$ cat src/rtl/series_ctrl_p_pkg.sv
// Shared types for the power-series controller and its datapath.
// State encoding, strobe bundle order, default sizes.
package series_pkg;

  localparam int MAX_TERMS_D = 8;
  localparam int TW_D        = 4;

  typedef enum logic [2:0] {
    IDLE  = 3'd0,
    ARM   = 3'd1,
    INIT  = 3'd2,
    MUL_Q = 3'd3,
    MUL_R = 3'd4,
    ACC   = 3'd5,
    DONE  = 3'd6
  } state_e;

  // Strobe bundle, MSB first; datapath decodes the same order.
  typedef struct packed {
    logic in0;
    logic selx;
    logic ldq;
    logic lde;
    logic ldt;
    logic selq;
    logic selrom;
    logic selt;
    logic selm;
    logic sela;
    logic sub;
  } strobe_t;

  localparam int STB_W = $bits(strobe_t);

endpackage

$ cat src/rtl/series_ctrl_p_if.sv
// Handshake and datapath strobe bundle of the series controller.
// master: top level / datapath side; slave: controller.
interface series_ctrl_p_if
  import series_pkg::*;
#(
  parameter int TW = TW_D
);

  logic          Start;
  logic [TW-1:0] nterms;
  logic          alt;
  logic          mul_done;

  logic          mul_go;
  logic          in0;
  logic          selx;
  logic          ldq;
  logic          lde;
  logic          ldt;
  logic          selq;
  logic          selrom;
  logic          selt;
  logic          selm;
  logic          sela;
  logic          sub;
  logic [TW-1:0] rom_addr;
  logic [TW-1:0] term_idx;
  logic          busy;
  logic          ready;
  logic          done;

  modport master (
    output Start, nterms, alt, mul_done,
    input  mul_go, in0, selx, ldq, lde,
    input  ldt, selq, selrom, selt, selm,
    input  sela, sub, rom_addr, term_idx,
    input  busy, ready, done
  );

  modport slave (
    input  Start, nterms, alt, mul_done,
    output mul_go, in0, selx, ldq, lde,
    output ldt, selq, selrom, selt, selm,
    output sela, sub, rom_addr, term_idx,
    output busy, ready, done
  );

endinterface

$ cat src/rtl/series_ctrl_p_term_cnt.sv
// Term index counter with last-term compare.
// i_clr zeroes, i_inc steps; o_last when o_cnt == i_n-1.
module series_term_cnt
  import series_pkg::*;
#(
  parameter int TW = TW_D
) (
  input  logic          i_clk,
  input  logic          i_rst,
  input  logic          i_clr,
  input  logic          i_inc,
  input  logic [TW-1:0] i_n,
  output logic [TW-1:0] o_cnt,
  output logic          o_last
);

  logic [TW-1:0] r_cnt;

  always_ff @(posedge i_clk or posedge i_rst) begin
    if (i_rst)
      r_cnt <= '0;
    else if (i_clr)
      r_cnt <= '0;
    else if (i_inc)
      r_cnt <= r_cnt + TW'(1);
  end

  assign o_cnt  = r_cnt;
  assign o_last = (r_cnt == i_n - TW'(1));

endmodule

$ cat src/rtl/series_ctrl_p.sv
// Controller for iterative power-series datapaths.
// Ports: Clk, Rst (async high), bus (slave modport).
module series_ctrl_p
  import series_pkg::*;
#(
  parameter int MAX_TERMS = MAX_TERMS_D,
  parameter int TW        = TW_D,
  parameter int MUL_WAIT  = 0
) (
  input  logic           Clk,
  input  logic           Rst,
  series_ctrl_p_if.slave bus
);

  localparam logic [2:0] S_IDLE  = IDLE;
  localparam logic [2:0] S_ARM   = ARM;
  localparam logic [2:0] S_INIT  = INIT;
  localparam logic [2:0] S_MUL_Q = MUL_Q;
  localparam logic [2:0] S_MUL_R = MUL_R;
  localparam logic [2:0] S_ACC   = ACC;
  localparam logic [2:0] S_DONE  = DONE;

  localparam logic [TW-1:0] MAX_N = TW'(MAX_TERMS);

  logic [2:0]    r_state;
  logic [2:0]    w_nxt;
  logic [TW-1:0] r_nterms;
  logic          r_alt;
  logic          r_go;
  logic [TW-1:0] w_ntc;
  logic [TW-1:0] w_idx;
  logic          w_last;
  logic          w_adv;
  logic          w_clr;
  logic          w_inc;
  logic          w_nxt_mul;
  strobe_t       w_stb;

  assign w_ntc = (bus.nterms > MAX_N) ? MAX_N
                                      : bus.nterms;

  // Multiply stage completes this cycle.
  assign w_adv = (MUL_WAIT == 0) ? 1'b1 : bus.mul_done;

  assign w_clr = (r_state == S_INIT);
  assign w_inc = (r_state == S_ACC) && !w_last;

  series_term_cnt #(
    .TW (TW)
  ) u_cnt (
    .i_clk  (Clk),
    .i_rst  (Rst),
    .i_clr  (w_clr),
    .i_inc  (w_inc),
    .i_n    (r_nterms),
    .o_cnt  (w_idx),
    .o_last (w_last)
  );

  always_comb begin
    w_nxt = S_IDLE;
    case (r_state)
      S_IDLE:  w_nxt = bus.Start ? S_ARM : S_IDLE;
      S_ARM:   w_nxt = bus.Start ? S_ARM : S_INIT;
      S_INIT:  w_nxt = (r_nterms == '0) ? S_DONE
                                        : S_MUL_Q;
      S_MUL_Q: w_nxt = w_adv ? S_MUL_R : S_MUL_Q;
      S_MUL_R: w_nxt = w_adv ? S_ACC : S_MUL_R;
      S_ACC:   w_nxt = w_last ? S_DONE : S_MUL_Q;
      S_DONE:  w_nxt = S_IDLE;
      default: w_nxt = S_IDLE;
    endcase
  end

  // Every MUL entry comes from a different state.
  assign w_nxt_mul = (w_nxt == S_MUL_Q)
                  || (w_nxt == S_MUL_R);

  always_ff @(posedge Clk or posedge Rst) begin
    if (Rst) begin
      r_state  <= S_IDLE;
      r_nterms <= '0;
      r_alt    <= 1'b0;
      r_go     <= 1'b0;
    end else begin
      r_state <= w_nxt;
      r_go    <= w_nxt_mul && (w_nxt != r_state);
      if (r_state == S_IDLE && bus.Start) begin
        r_nterms <= w_ntc;
        r_alt    <= bus.alt;
      end
    end
  end

  always_comb begin
    w_stb = '0;
    case (r_state)
      S_INIT: begin
        w_stb.in0  = 1'b1;
        w_stb.selx = 1'b1;
        w_stb.ldq  = 1'b1;
        w_stb.lde  = 1'b1;
        w_stb.ldt  = 1'b1;
      end
      S_MUL_Q: begin
        w_stb.selq = 1'b1;
        w_stb.selt = 1'b1;
        w_stb.selm = 1'b1;
        w_stb.ldt  = w_adv;
      end
      S_MUL_R: begin
        w_stb.selrom = 1'b1;
        w_stb.selt   = 1'b1;
        w_stb.selm   = 1'b1;
        w_stb.ldt    = w_adv;
      end
      S_ACC: begin
        w_stb.lde  = 1'b1;
        w_stb.sela = 1'b1;
        w_stb.sub  = r_alt & w_idx[0];
      end
      default: w_stb = '0;
    endcase
  end

  assign bus.in0    = w_stb.in0;
  assign bus.selx   = w_stb.selx;
  assign bus.ldq    = w_stb.ldq;
  assign bus.lde    = w_stb.lde;
  assign bus.ldt    = w_stb.ldt;
  assign bus.selq   = w_stb.selq;
  assign bus.selrom = w_stb.selrom;
  assign bus.selt   = w_stb.selt;
  assign bus.selm   = w_stb.selm;
  assign bus.sela   = w_stb.sela;
  assign bus.sub    = w_stb.sub;

  assign bus.mul_go   = r_go;
  assign bus.rom_addr = w_idx;
  assign bus.term_idx = w_idx;
  assign bus.ready    = (r_state == S_IDLE);
  assign bus.done     = (r_state == S_DONE);
  assign bus.busy     = (r_state == S_ARM)
                     || (r_state == S_INIT)
                     || (r_state == S_MUL_Q)
                     || (r_state == S_MUL_R)
                     || (r_state == S_ACC)
                     || (r_state == S_DONE);

endmodule

$ cat src/flat_wrapper.sv
// flat-port wrapper written by rule: the top's interface ports become plain ports
module series_ctrl_p_flat import series_pkg::*;
#(
  parameter int MAX_TERMS = MAX_TERMS_D,
  parameter int TW        = TW_D,
  parameter int MUL_WAIT  = 0
)
  (Clk, Rst, bus_Start, bus_nterms, bus_alt, bus_mul_done, bus_mul_go, bus_in0, bus_selx, bus_ldq, bus_lde, bus_ldt, bus_selq, bus_selrom, bus_selt, bus_selm, bus_sela, bus_sub, bus_rom_addr, bus_term_idx, bus_busy, bus_ready, bus_done);
  series_ctrl_p_if #(.TW(TW)) bus_i ();
  input  logic Clk;
  input  logic Rst;
  input wire logic [$bits(bus_i.Start)-1:0] bus_Start;
  input wire logic [$bits(bus_i.nterms)-1:0] bus_nterms;
  input wire logic [$bits(bus_i.alt)-1:0] bus_alt;
  input wire logic [$bits(bus_i.mul_done)-1:0] bus_mul_done;
  output wire logic [$bits(bus_i.mul_go)-1:0] bus_mul_go;
  output wire logic [$bits(bus_i.in0)-1:0] bus_in0;
  output wire logic [$bits(bus_i.selx)-1:0] bus_selx;
  output wire logic [$bits(bus_i.ldq)-1:0] bus_ldq;
  output wire logic [$bits(bus_i.lde)-1:0] bus_lde;
  output wire logic [$bits(bus_i.ldt)-1:0] bus_ldt;
  output wire logic [$bits(bus_i.selq)-1:0] bus_selq;
  output wire logic [$bits(bus_i.selrom)-1:0] bus_selrom;
  output wire logic [$bits(bus_i.selt)-1:0] bus_selt;
  output wire logic [$bits(bus_i.selm)-1:0] bus_selm;
  output wire logic [$bits(bus_i.sela)-1:0] bus_sela;
  output wire logic [$bits(bus_i.sub)-1:0] bus_sub;
  output wire logic [$bits(bus_i.rom_addr)-1:0] bus_rom_addr;
  output wire logic [$bits(bus_i.term_idx)-1:0] bus_term_idx;
  output wire logic [$bits(bus_i.busy)-1:0] bus_busy;
  output wire logic [$bits(bus_i.ready)-1:0] bus_ready;
  output wire logic [$bits(bus_i.done)-1:0] bus_done;
  assign bus_i.Start = bus_Start;
  assign bus_i.nterms = bus_nterms;
  assign bus_i.alt = bus_alt;
  assign bus_i.mul_done = bus_mul_done;
  assign bus_mul_go = bus_i.mul_go;
  assign bus_in0 = bus_i.in0;
  assign bus_selx = bus_i.selx;
  assign bus_ldq = bus_i.ldq;
  assign bus_lde = bus_i.lde;
  assign bus_ldt = bus_i.ldt;
  assign bus_selq = bus_i.selq;
  assign bus_selrom = bus_i.selrom;
  assign bus_selt = bus_i.selt;
  assign bus_selm = bus_i.selm;
  assign bus_sela = bus_i.sela;
  assign bus_sub = bus_i.sub;
  assign bus_rom_addr = bus_i.rom_addr;
  assign bus_term_idx = bus_i.term_idx;
  assign bus_busy = bus_i.busy;
  assign bus_ready = bus_i.ready;
  assign bus_done = bus_i.done;
  series_ctrl_p #(.MAX_TERMS(MAX_TERMS), .TW(TW), .MUL_WAIT(MUL_WAIT)) u_core (.Clk(Clk), .Rst(Rst), .bus(bus_i));
endmodule
$ cat config.mk
export PLATFORM = sky130hd
export DESIGN_NAME = series_ctrl_p_flat
export DESIGN_NICKNAME = d
export VERILOG_FILES = /design/src/rtl/series_ctrl_p_pkg.sv /design/src/rtl/series_ctrl_p_if.sv /design/src/rtl/series_ctrl_p_term_cnt.sv /design/src/rtl/series_ctrl_p.sv /design/src/flat_wrapper.sv
export SDC_FILE = /design/constraint.sdc
export NUM_CORES = 1
export LEC_CHECK = 0
export BUFFER_PORTS_ARGS = -buffer_cell sky130_fd_sc_hd__buf_2
export CORE_UTILIZATION = 52
export CTS_CLUSTER_DIAMETER = 200
export DETAILED_ROUTE_END_ITERATION = 8
export PLACE_DENSITY = 0.82
export SLEW_MARGIN = 30
export SYNTH_ARGS = -nofsm -noshare
export SYNTH_HDL_FRONTEND = slang
export SYNTH_SLANG_ARGS = --single-unit
$ cat constraint.sdc
create_clock -name Clk -period 2.84 [get_ports Clk]
set_input_delay 0.142 -clock Clk [delete_from_list [all_inputs] [get_ports Clk]]
set_output_delay 0.142 -clock Clk [all_outputs]
set_load 0.01 [all_outputs]
==> results of run 1 <==
-- worst reg2reg max path: stages, from the launching register on --
cell,delay (ps)
dfrtp_1,400
inv_1,70
ha_1,310
xor2_1,240
nand3_2,210
nor3_1,230
o32ai_1,110
-- layer usage --
| metal | vias to the layer above | routed length [µm] |
|---|---|---|
| met5 | - | 0 |
| met4 | 0 | 48 |
| met3 | 5 | 70 |
| met2 | 22 | 993 |
| met1 | 386 | 887 |
| li1 | 416 | - |
-- what timing repair did --
| item | in CTS | in global routing |
|---|---|---|
| hold buffers | 1 | 0 |
| setup endpoints to repair | 0 | 0 |
| endpoints found under the hold margin | 13 | 0 |
-- Yosys cell counts, types with 2 or more instances --
| cell | instances |
|---|---|
| a211oi_1 | 2 |
| o21ai_0 | 8 |
| xor2_1 | 3 |
| nand2b_1 | 5 |
| and3_1 | 4 |
| nand3_1 | 3 |
| buf_4 | 7 |
| inv_1 | 9 |
| xnor2_1 | 2 |
| and2_1 | 2 |
| nor3_1 | 6 |
| nor2_1 | 4 |
| nand2_1 | 9 |
| a21boi_0 | 2 |
| buf_2 | 2 |
| mux2_2 | 2 |
| ha_1 | 3 |
| dfrtp_1 | 13 |
| o211ai_1 | 2 |
-- worst paths after layout --
check,from,to,slack (ps),cells after the start
max,u_core.r_state[0]$_DFF_PP0_,bus_ldt,870,4
min,bus_nterms[2],u_core.r_nterms[2]$_DFFE_PP0P_,100,3
max reg2reg,u_core.r_nterms[0]$_DFFE_PP0P_,u_core.r_state[0]$_DFF_PP0_,1130,6
min reg2reg,u_core.r_nterms[1]$_DFFE_PP0P_,u_core.r_nterms[1]$_DFFE_PP0P_,540,2
max in group asynchronous,Rst,u_core.r_state[2]$_DFF_PP0_,2070,3
min in group asynchronous,Rst,u_core.r_nterms[0]$_DFFE_PP0P_,420,3
-- where the power goes --
group	switching, mW	internal [mW]	total, mW
sequential	0	0.185	0.185
clock	0.0645	0.0546	0.119
combinational	0.00884	0.00785	0.0167
-- area by class of cell --
cell class                      instances  area (µm²)
Multi-Input combinational cell         74         504
Sequential cell                        13         325
Clock buffer                            4        26.3
Timing Repair Buffer                   31         160
Inverter                                9        33.8
Fill cell                             129         514
Tap cell                               24        30.0
-- state kept, by name, summed over array words and instances (netlist names) --
| signal | cells |
|---|---|
| u_core.bus.mul_go | 1 |
| u_core.r_alt | 1 |
| u_core.r_nterms | 4 |
| u_core.r_state | 3 |
| u_core.u_cnt.o_cnt | 4 |
-- cell families after synthesis --
group / count (synthesis)
flops: 13
xor+xnor: 6
buf+inv: 19
fa+ha+maj: 3
mux: 2
compound gates: 23
simple gates: 40
-- through the flow --
step	hold slack, ps	instances	setup WS, ps	utilization	cell area (µm²)
floorplan	19.0	106	1260	-	937
global placement	194	150	1200	0.655	1040
detailed placement	200	150	1150	0.655	1040
CTS	102	155	888	0.677	1080
global route	100	155	802	0.677	1080
finish	103	155	867	0.677	1080
==> impl_metrics.csv, run 1 <==
group,metric,value,unit
outcome,status,"complete, no violations",
logic_synthesis,async_reset_ff_frac,1.00,
clock_tree,postCtsSetupRepairBufs,0,
timing,max_freq,0.507,GHz
clock_tree,cts-buffers-inserted,3,
detailed_routing,drt_iter0_drc,19,
timing,period_share,0.695,
logic_synthesis,synth-edff-count,0,
flow_run,maxCapViolCount,0,
floorplanning,coreArea,1590,µm²
logic_synthesis,synthMuxAreaShare,0.0240,
clock_tree,cts_tree,"built",
cells_and_area,mostFrequentLayoutCell,"buf_2",
floorplanning,rows,14,
timing,tightest_slew,576,ps
pwr,peakVddDrop,0.235,mV
clock_tree,clk_path_buf_depth,2,
logic_synthesis,yosys_warnings,0,
logic_synthesis,synth_top_family_by_area,"simple AND/OR/NAND/NOR gates",
cells_and_area,final_cell_mix,"30 x buf_2, 13 x dfrtp_1, 9 x nand2_1, 9 x inv_1, 8 x o21ai_0",
logic_synthesis,syn_area,937,µm²
logic_synthesis,synth_fa_ha_area_frac,0.0401,
grt,grtUsageTotal,0.251,
timing,rsz0062_at_grt,"no",
grt,grt_max_degree,14,
logic_synthesis,yosysSeqAreaShare,0.347,
floorplanning,die_w,44.5,µm
logic_synthesis,syn-num-nets,118,
logic_synthesis,synth_compound_area_frac,0.170,
worst_setup_path,crit_path_cell_trace,"or3b_1, inv_1, or3_1, buf_2",
cells_and_area,syn2layout_area_growth,15.2,%
logic_synthesis,syn-instance-count,106,
hold_path,min_path_type,"in2reg",
detailed_routing,wl,2000,µm
detailed_routing,route.detailed.drc,0,
worst_setup_path,cp.arrival,1830,ps
detailed_routing,drt-pass1-iter-count,4,
worst_setup_path,cp.required,2700,ps
detailed_routing,avgViaCountPerCell,5.35,
logic_synthesis,synth.area.top_cells,"dfrtp_1 35%, buf_4 5.6%, o21ai_0 4.3%",
worst_setup_path,critPathKind,"reg2out",
clock_tree,cts.sinks,13,
logic_synthesis,synthSimpleGateAreaFrac,0.234,
floorplanning,die_y,44.5,µm
logic_synthesis,yosys.area.top_type_share,0.347,
logic_synthesis,syn_avg_cell_area,8.84,µm²
grt,grt_pass1_wl,3410,µm
placement,globalplace.congestion,0.770,
floorplanning,start_util,0.588,
detailed_routing,antenna_left,0,
clock_tree,cts_max_level,1,
grt,use_met1,0.293,
logic_synthesis,ys_ff_latch,13,
grt,grt_overflow,0,
logic_synthesis,synth_ff_type,"dfrtp_1",
cells_and_area,diodes,0,
placement,port_buffers,30,
timing,drv_slew,0,
logic_synthesis,yosysUniqueCellTypes,37,
clock_tree,path_clk_slew,80,ps
logic_synthesis,synth_xor_area_frac,0.0708,
timing,max_slew_margin,0.613,
worst_setup_path,max_stage_delay,530,ps
grt,gr-max-usage-layer,"met2",
worst_setup_path,critical_path.slowest_cell,"dfrtp_1",
grt,grt_use_met2,0.418,
floorplanning,die-area,1980,µm²
clock_tree,post_cts_resized,0,
timing,period_minus_slack,1970,ps
cells_and_area,fin_nets,144,
timing,setup_tns,0,ps
grt,met3_usage,0.0612,
floorplanning,ios,32,
worst_setup_path,critPathCaptureType,"output pin",
grt,antenna_found_initial,0,
worst_setup_path,worst-path-buf-inv,2,
timing,finalHoldViolations,0,
placement,dpl.hpwl,1520,µm
timing,clock_skew,5.34,ps
clock_tree,clk_latency,280,ps
logic_synthesis,synth_top_area_cell,"dfrtp_1",
pwr,total_power,0.321,mW
clock_tree,root_buffer,"clkbuf_4",
worst_setup_path,critPathMaxFanout,12,
pwr,power_density,297,nW/µm²
detailed_routing,avgRoutedWirePerCell,12.9,µm
worst_setup_path,cp-start-kind,"flop",
timing,finalSetupViolations,0,
detailed_routing,vias,829,
pwr,p_leak,0.596,nW
cells_and_area,drive_gt1_frac,0.290,
grt,grt_pass1_vias,762,
worst_setup_path,cp_top_family,"simple AND/OR/NAND/NOR gates",
(Power assumes the default switching activity.)
==> run 2: changes to the inputs <==
Settings changed: CORE_UTILIZATION 52 to 49, PLACE_DENSITY 0.82 to 0.78.
Clock period 2.84 ns to 1.9 ns, I/O delays scaled along.
==> impl_metrics.csv, run 2 (same netlist as run 1, synthesis figures left out) <==
group,metric,value,unit
timing,layout_setup_ws,168,ps
hold_path,hold_path_depth,2,
worst_setup_path,cp-start-kind,"flop",
timing,finalSetupViolations,0,
floorplanning,ios,32,
clock_tree,clk_latency,270,ps
floorplanning,rows,15,
cells_and_area,diodes,0,
hold_path,holdPathEnd,"u_core.r_alt$_DFFE_PP0P_",
pwr,peakVddDrop,0.466,mV
detailed_routing,drt-pass1-iter-count,4,
timing,max_freq,0.577,GHz
pwr,power_density,438,nW/µm²
floorplanning,start_util,0.531,
placement,dpl.hpwl,1420,µm
grt,grt_overflow,0,
cells_and_area,fin_nets,145,
clock_tree,clk_path_buf_depth,2,
worst_setup_path,reg2reg_slack,210,ps
timing,hold_ws,51.0,ps
cells_and_area,fillers,175,
pwr,p_leak,0.604,nW
floorplanning,coreArea,1760,µm²
cells_and_area,syn2layout_area_growth,16.4,%
detailed_routing,wl,1850,µm
worst_setup_path,critPathKind,"reg2out",
clock_tree,postCtsSetupRepairBufs,0,
worst_setup_path,cp.arrival,1640,ps
clock_tree,cts.sinks,13,
outcome,status,"complete, no violations",
placement,globalplace.congestion,0.871,
detailed_routing,drt_iter0_drc,26,
clock_tree,path_clk_slew,90,ps
worst_setup_path,cp.required,1800,ps
floorplanning,die_y,45.7,µm
clock_tree,cts_tree,"built",
timing,tightest_slew,582,ps
placement,port_buffers,30,
grt,grt_pass1_wl,2990,µm
timing,max_slew_margin,0.610,
timing,clock_skew,2.95,ps
hold_path,min_path_type,"in2reg",
cells_and_area,drive_gt1_frac,0.303,
timing,setup_tns,0,ps
grt,grtUsageTotal,0.196,
detailed_routing,route.detailed.drc,0,
floorplanning,die_w,45.7,µm
cells_and_area,final_cell_mix,"30 x buf_2, 13 x dfrtp_1, 9 x nand2_1, 9 x inv_1, 8 x o21ai_0",
cells_and_area,mostFrequentLayoutCell,"buf_2",
floorplanning,die-area,2090,µm²
timing,rsz0062_at_grt,"no",
flow_run,maxCapViolCount,0,
clock_tree,cts_max_level,1,
detailed_routing,vias,842,
grt,grt_max_degree,14,
detailed_routing,avgRoutedWirePerCell,11.8,µm
hold_path,min-delay-start,"bus_alt",
cells_and_area,final_area,1090,µm²
timing,drv_slew,0,
clock_tree,cts-buffers-inserted,3,
timing,finalHoldViolations,0,
placement,placed_area,1050,µm²
worst_setup_path,critPathMaxFanout,9,
pwr,total_power,0.478,mW
detailed_routing,avgViaCountPerCell,5.36,
clock_tree,root_buffer,"clkbuf_4",
detailed_routing,antenna_left,0,
timing,period_minus_slack,1730,ps
worst_setup_path,reg2reg_depth,6,
worst_setup_path,timing.rr.start,"u_core.r_nterms[0]$_DFFE_PP0P_",
worst_setup_path,critPathCaptureType,"output pin",
timing,period_share,0.912,
grt,antenna_found_initial,0,
grt,grt_pass1_vias,667,
placement,dp_slack,224,ps
worst_setup_path,r2r-end,"u_core.r_state[0]$_DFF_PP0_",
## run 2: cell count changes in the layout (fill, tap and decap cells not counted), sizes merged
cell,before,now
buf,30,31
## run 2: area by class of cell
class	instances	area (µm²)	area share
Multi-Input combinational cell	74	507	0.464
Sequential cell	13	325	0.298
Timing Repair Buffer	32	168	0.154
Inverter	9	33.8	0.0310
Tap cell	25	31.3	0.0287
Clock buffer	4	26.3	0.0241
## run 2: worst max-delay path by stage
stage                                         startpoint  slack (ps)  depth (start not counted)                           endpoint
final                        u_core.r_state[1]$_DFF_PP0_         170                          4                            bus_ldt
after global routing      u_core.r_nterms[0]$_DFFE_PP0P_          60                          6  u_core.u_cnt.o_cnt[3]$_DFFE_PP0P_
after CTS                    u_core.r_state[2]$_DFF_PP0_          70                          4                            bus_ldt
after detailed placement  u_core.r_nterms[0]$_DFFE_PP0P_         220                          6        u_core.r_state[0]$_DFF_PP0_
after global placement    u_core.r_nterms[0]$_DFFE_PP0P_         260                          6        u_core.r_state[0]$_DFF_PP0_
after floorplan              u_core.r_state[0]$_DFF_PP0_         320                          4           u_core.r_alt$_DFFE_PP0P_
## run 2: power breakdown
group | leakage (nW) | switching [mW] | internal [mW] | total, mW
combinational | 0.428 | 0.0129 | 0.0117 | 0.0246
clock | 0.0150 | 0.0954 | 0.0811 | 0.177
sequential | 0.162 | 0 | 0.277 | 0.277
## run 2: worst max-delay path, stage by stage, from the launching register on
cell	delay (ps)
dfrtp_1	450
or3b_4	320
inv_1	90
or3_1	360
buf_2	140
## run 2: per-stage QoR
stage | std cells | utilization
CTS | 157 | 0.617
floorplan | 106 | -
finish | 157 | 0.618
global route | 157 | 0.618
global placement | 152 | 0.596
detailed placement | 152 | 0.596
## run 2: layer usage
metal,vias to the layer above,share of wire,track usage
met5,-,0,0
met4,0,0.0070,0.0412
met3,2,0.067,0.0437
met2,32,0.49,0.323
met1,389,0.44,0.262
li1,419,-,-
## run 2: what timing repair did
action	CTS	global route
setup endpoints to repair	0	1
gates resized for setup	0	1
endpoints found under the hold margin	13	0
hold buffers	1	0
==> run 3: changes to the inputs <==
Settings changed: CORE_UTILIZATION 49 to 51, CTS_BUF_LIST set to sky130_fd_sc_hd__clkbuf_8, GPL_TIMING_DRIVEN set to 0, PLACE_DENSITY 0.78 to 0.81, SKIP_LAST_GASP set to 1.
==> impl_metrics.csv, run 3 (same netlist as run 1, synthesis figures left out) <==
group,metric,value,unit
outcome,status,"complete, no violations",
hold_path,hold_path_depth,2,
cells_and_area,mostFrequentLayoutCell,"buf_2",
timing,max_slew_margin,0.635,
hold_path,min-delay-start,"bus_alt",
clock_tree,cts_hold_buf,1,
timing,finalSetupViolations,0,
clock_tree,path_clk_slew,60,ps
grt,grt_pass1_wl,3140,µm
clock_tree,clk_latency,250,ps
placement,globalplace.congestion,0.786,
timing,max_freq,0.554,GHz
floorplanning,ios,32,
clock_tree,cts_tree,"built",
worst_setup_path,reg2reg_slack,190,ps
timing,clock_skew,3.01,ps
detailed_routing,wl,1910,µm
detailed_routing,avgViaCountPerCell,5.19,
clock_tree,cts_max_level,1,
worst_setup_path,timing.rr.start,"u_core.r_nterms[0]$_DFFE_PP0P_",
placement,port_buffers,30,
cells_and_area,drive_gt1_frac,0.340,
flow_run,maxCapViolCount,0,
grt,grt_overflow,0,
detailed_routing,drt-pass1-iter-count,4,
clock_tree,root_buffer,"clkbuf_8",
cells_and_area,final_cell_mix,"32 x buf_2, 13 x dfrtp_1, 10 x inv_1, 9 x nand2_1, 8 x o21ai_0",
clock_tree,clk_path_buf_depth,2,
clock_tree,postCtsSetupRepairBufs,0,
detailed_routing,vias,862,
floorplanning,die_w,44.9,µm
hold_path,min_path_type,"in2reg",
pwr,peakVddDrop,0.360,mV
floorplanning,die-area,2010,µm²
cells_and_area,final_area,1170,µm²
cells_and_area,fin_nets,154,
detailed_routing,avgRoutedWirePerCell,11.5,µm
worst_setup_path,cp-start-kind,"flop",
timing,drv_slew,0,
detailed_routing,antenna_left,0,
hold_path,holdPathEnd,"u_core.r_alt$_DFFE_PP0P_",
pwr,power_density,468,nW/µm²
clock_tree,cts-buffers-inserted,3,
detailed_routing,drt_iter0_drc,23,
worst_setup_path,critPathKind,"reg2out",
timing,hold_ws,84.6,ps
grt,grt_max_degree,14,
clock_tree,post_cts_resized,0,
timing,period_minus_slack,1800,ps
worst_setup_path,r2r-end,"u_core.r_state[0]$_DFF_PP0_",
cells_and_area,diodes,0,
floorplanning,die_y,44.9,µm
floorplanning,coreArea,1730,µm²
placement,placed_area,1120,µm²
clock_tree,cts.sinks,13,
timing,period_share,0.949,
timing,setup_tns,0,ps
worst_setup_path,cp.arrival,1710,ps
timing,rsz0062_at_grt,"no",
pwr,p_leak,0.655,nW
placement,dpl.hpwl,1430,µm
worst_setup_path,cp.required,1800,ps
detailed_routing,route.detailed.drc,0,
timing,tightest_slew,544,ps
grt,antenna_found_initial,0,
grt,grt_pass1_vias,718,
floorplanning,start_util,0.543,
grt,grtUsageTotal,0.215,
worst_setup_path,reg2reg_depth,6,
timing,finalHoldViolations,0,
cells_and_area,fin_util,0.680,
floorplanning,rows,15,
worst_setup_path,critPathMaxFanout,9,
worst_setup_path,critPathCaptureType,"output pin",
cells_and_area,syn2layout_area_growth,25.2,%
-- run 3: layout make-up --
| cell class | count | area [µm²] |
|---|---|---|
| plain buffers | 10 | 73.8 |
| clock buffers | 3 | 41.3 |
| clock inverters | 1 | 3.75 |
| fillers | 151 | 553 |
| inverters | 9 | 33.8 |
| multi-input cells | 74 | 504 |
| flip-flops and latches | 13 | 325 |
| well taps | 25 | 31.3 |
| repair buffers | 31 | 160 |
-- run 3: worst max-delay path, cell delays in order (launching register included) --
cell,delay (ps)
dfrtp_1,310
buf_2,190
or3b_1,140
buf_2,190
inv_1,120
or3_1,360
buf_2,140
-- run 3: layer usage --
| metal | part of all wire | vias to the layer above | track usage |
|---|---|---|---|
| met2 | 0.47 | 26 | 0.338 |
| met1 | 0.46 | 392 | 0.293 |
| met3 | 0.052 | 5 | 0.0360 |
| met4 | 0.019 | 0 | 0.0909 |
| met5 | 0 | - | 0 |
| li1 | - | 439 | - |
-- run 3: power by group --
group | switching, mW | internal (mW) | total (mW)
logic | 0.0128 | 0.0117 | 0.0246
registers | 0 | 0.278 | 0.278
clock network | 0.104 | 0.143 | 0.247
total | 0.117 | 0.432 | 0.550
-- run 3: worst max path at each step --
stage,from,depth (start not counted),end,slack [ps]
2_1_floorplan,u_core.r_state[0]$_DFF_PP0_,4,u_core.r_alt$_DFFE_PP0P_,320
3_3_place_gp,u_core.r_nterms[0]$_DFFE_PP0P_,6,u_core.r_state[0]$_DFF_PP0_,260
3_5_place_dp,u_core.r_nterms[0]$_DFFE_PP0P_,6,u_core.r_state[0]$_DFF_PP0_,200
4_1_cts,u_core.r_state[2]$_DFF_PP0_,6,bus_ldt,90
5_1_grt,u_core.r_nterms[0]$_DFFE_PP0P_,6,u_core.r_state[0]$_DFF_PP0_,9
6_report,u_core.r_state[2]$_DFF_PP0_,6,bus_ldt,100
-- run 3: through the flow --
stage          setup WS (ps)  total power [mW]  std cells
3_3_place_gp             260             0.305        161
2_1_floorplan            320             0.296        106
3_5_place_dp             198             0.306        161
5_1_grt                 9.08             0.568        166
4_1_cts                 94.1             0.554        166
6_report                96.1             0.550        166
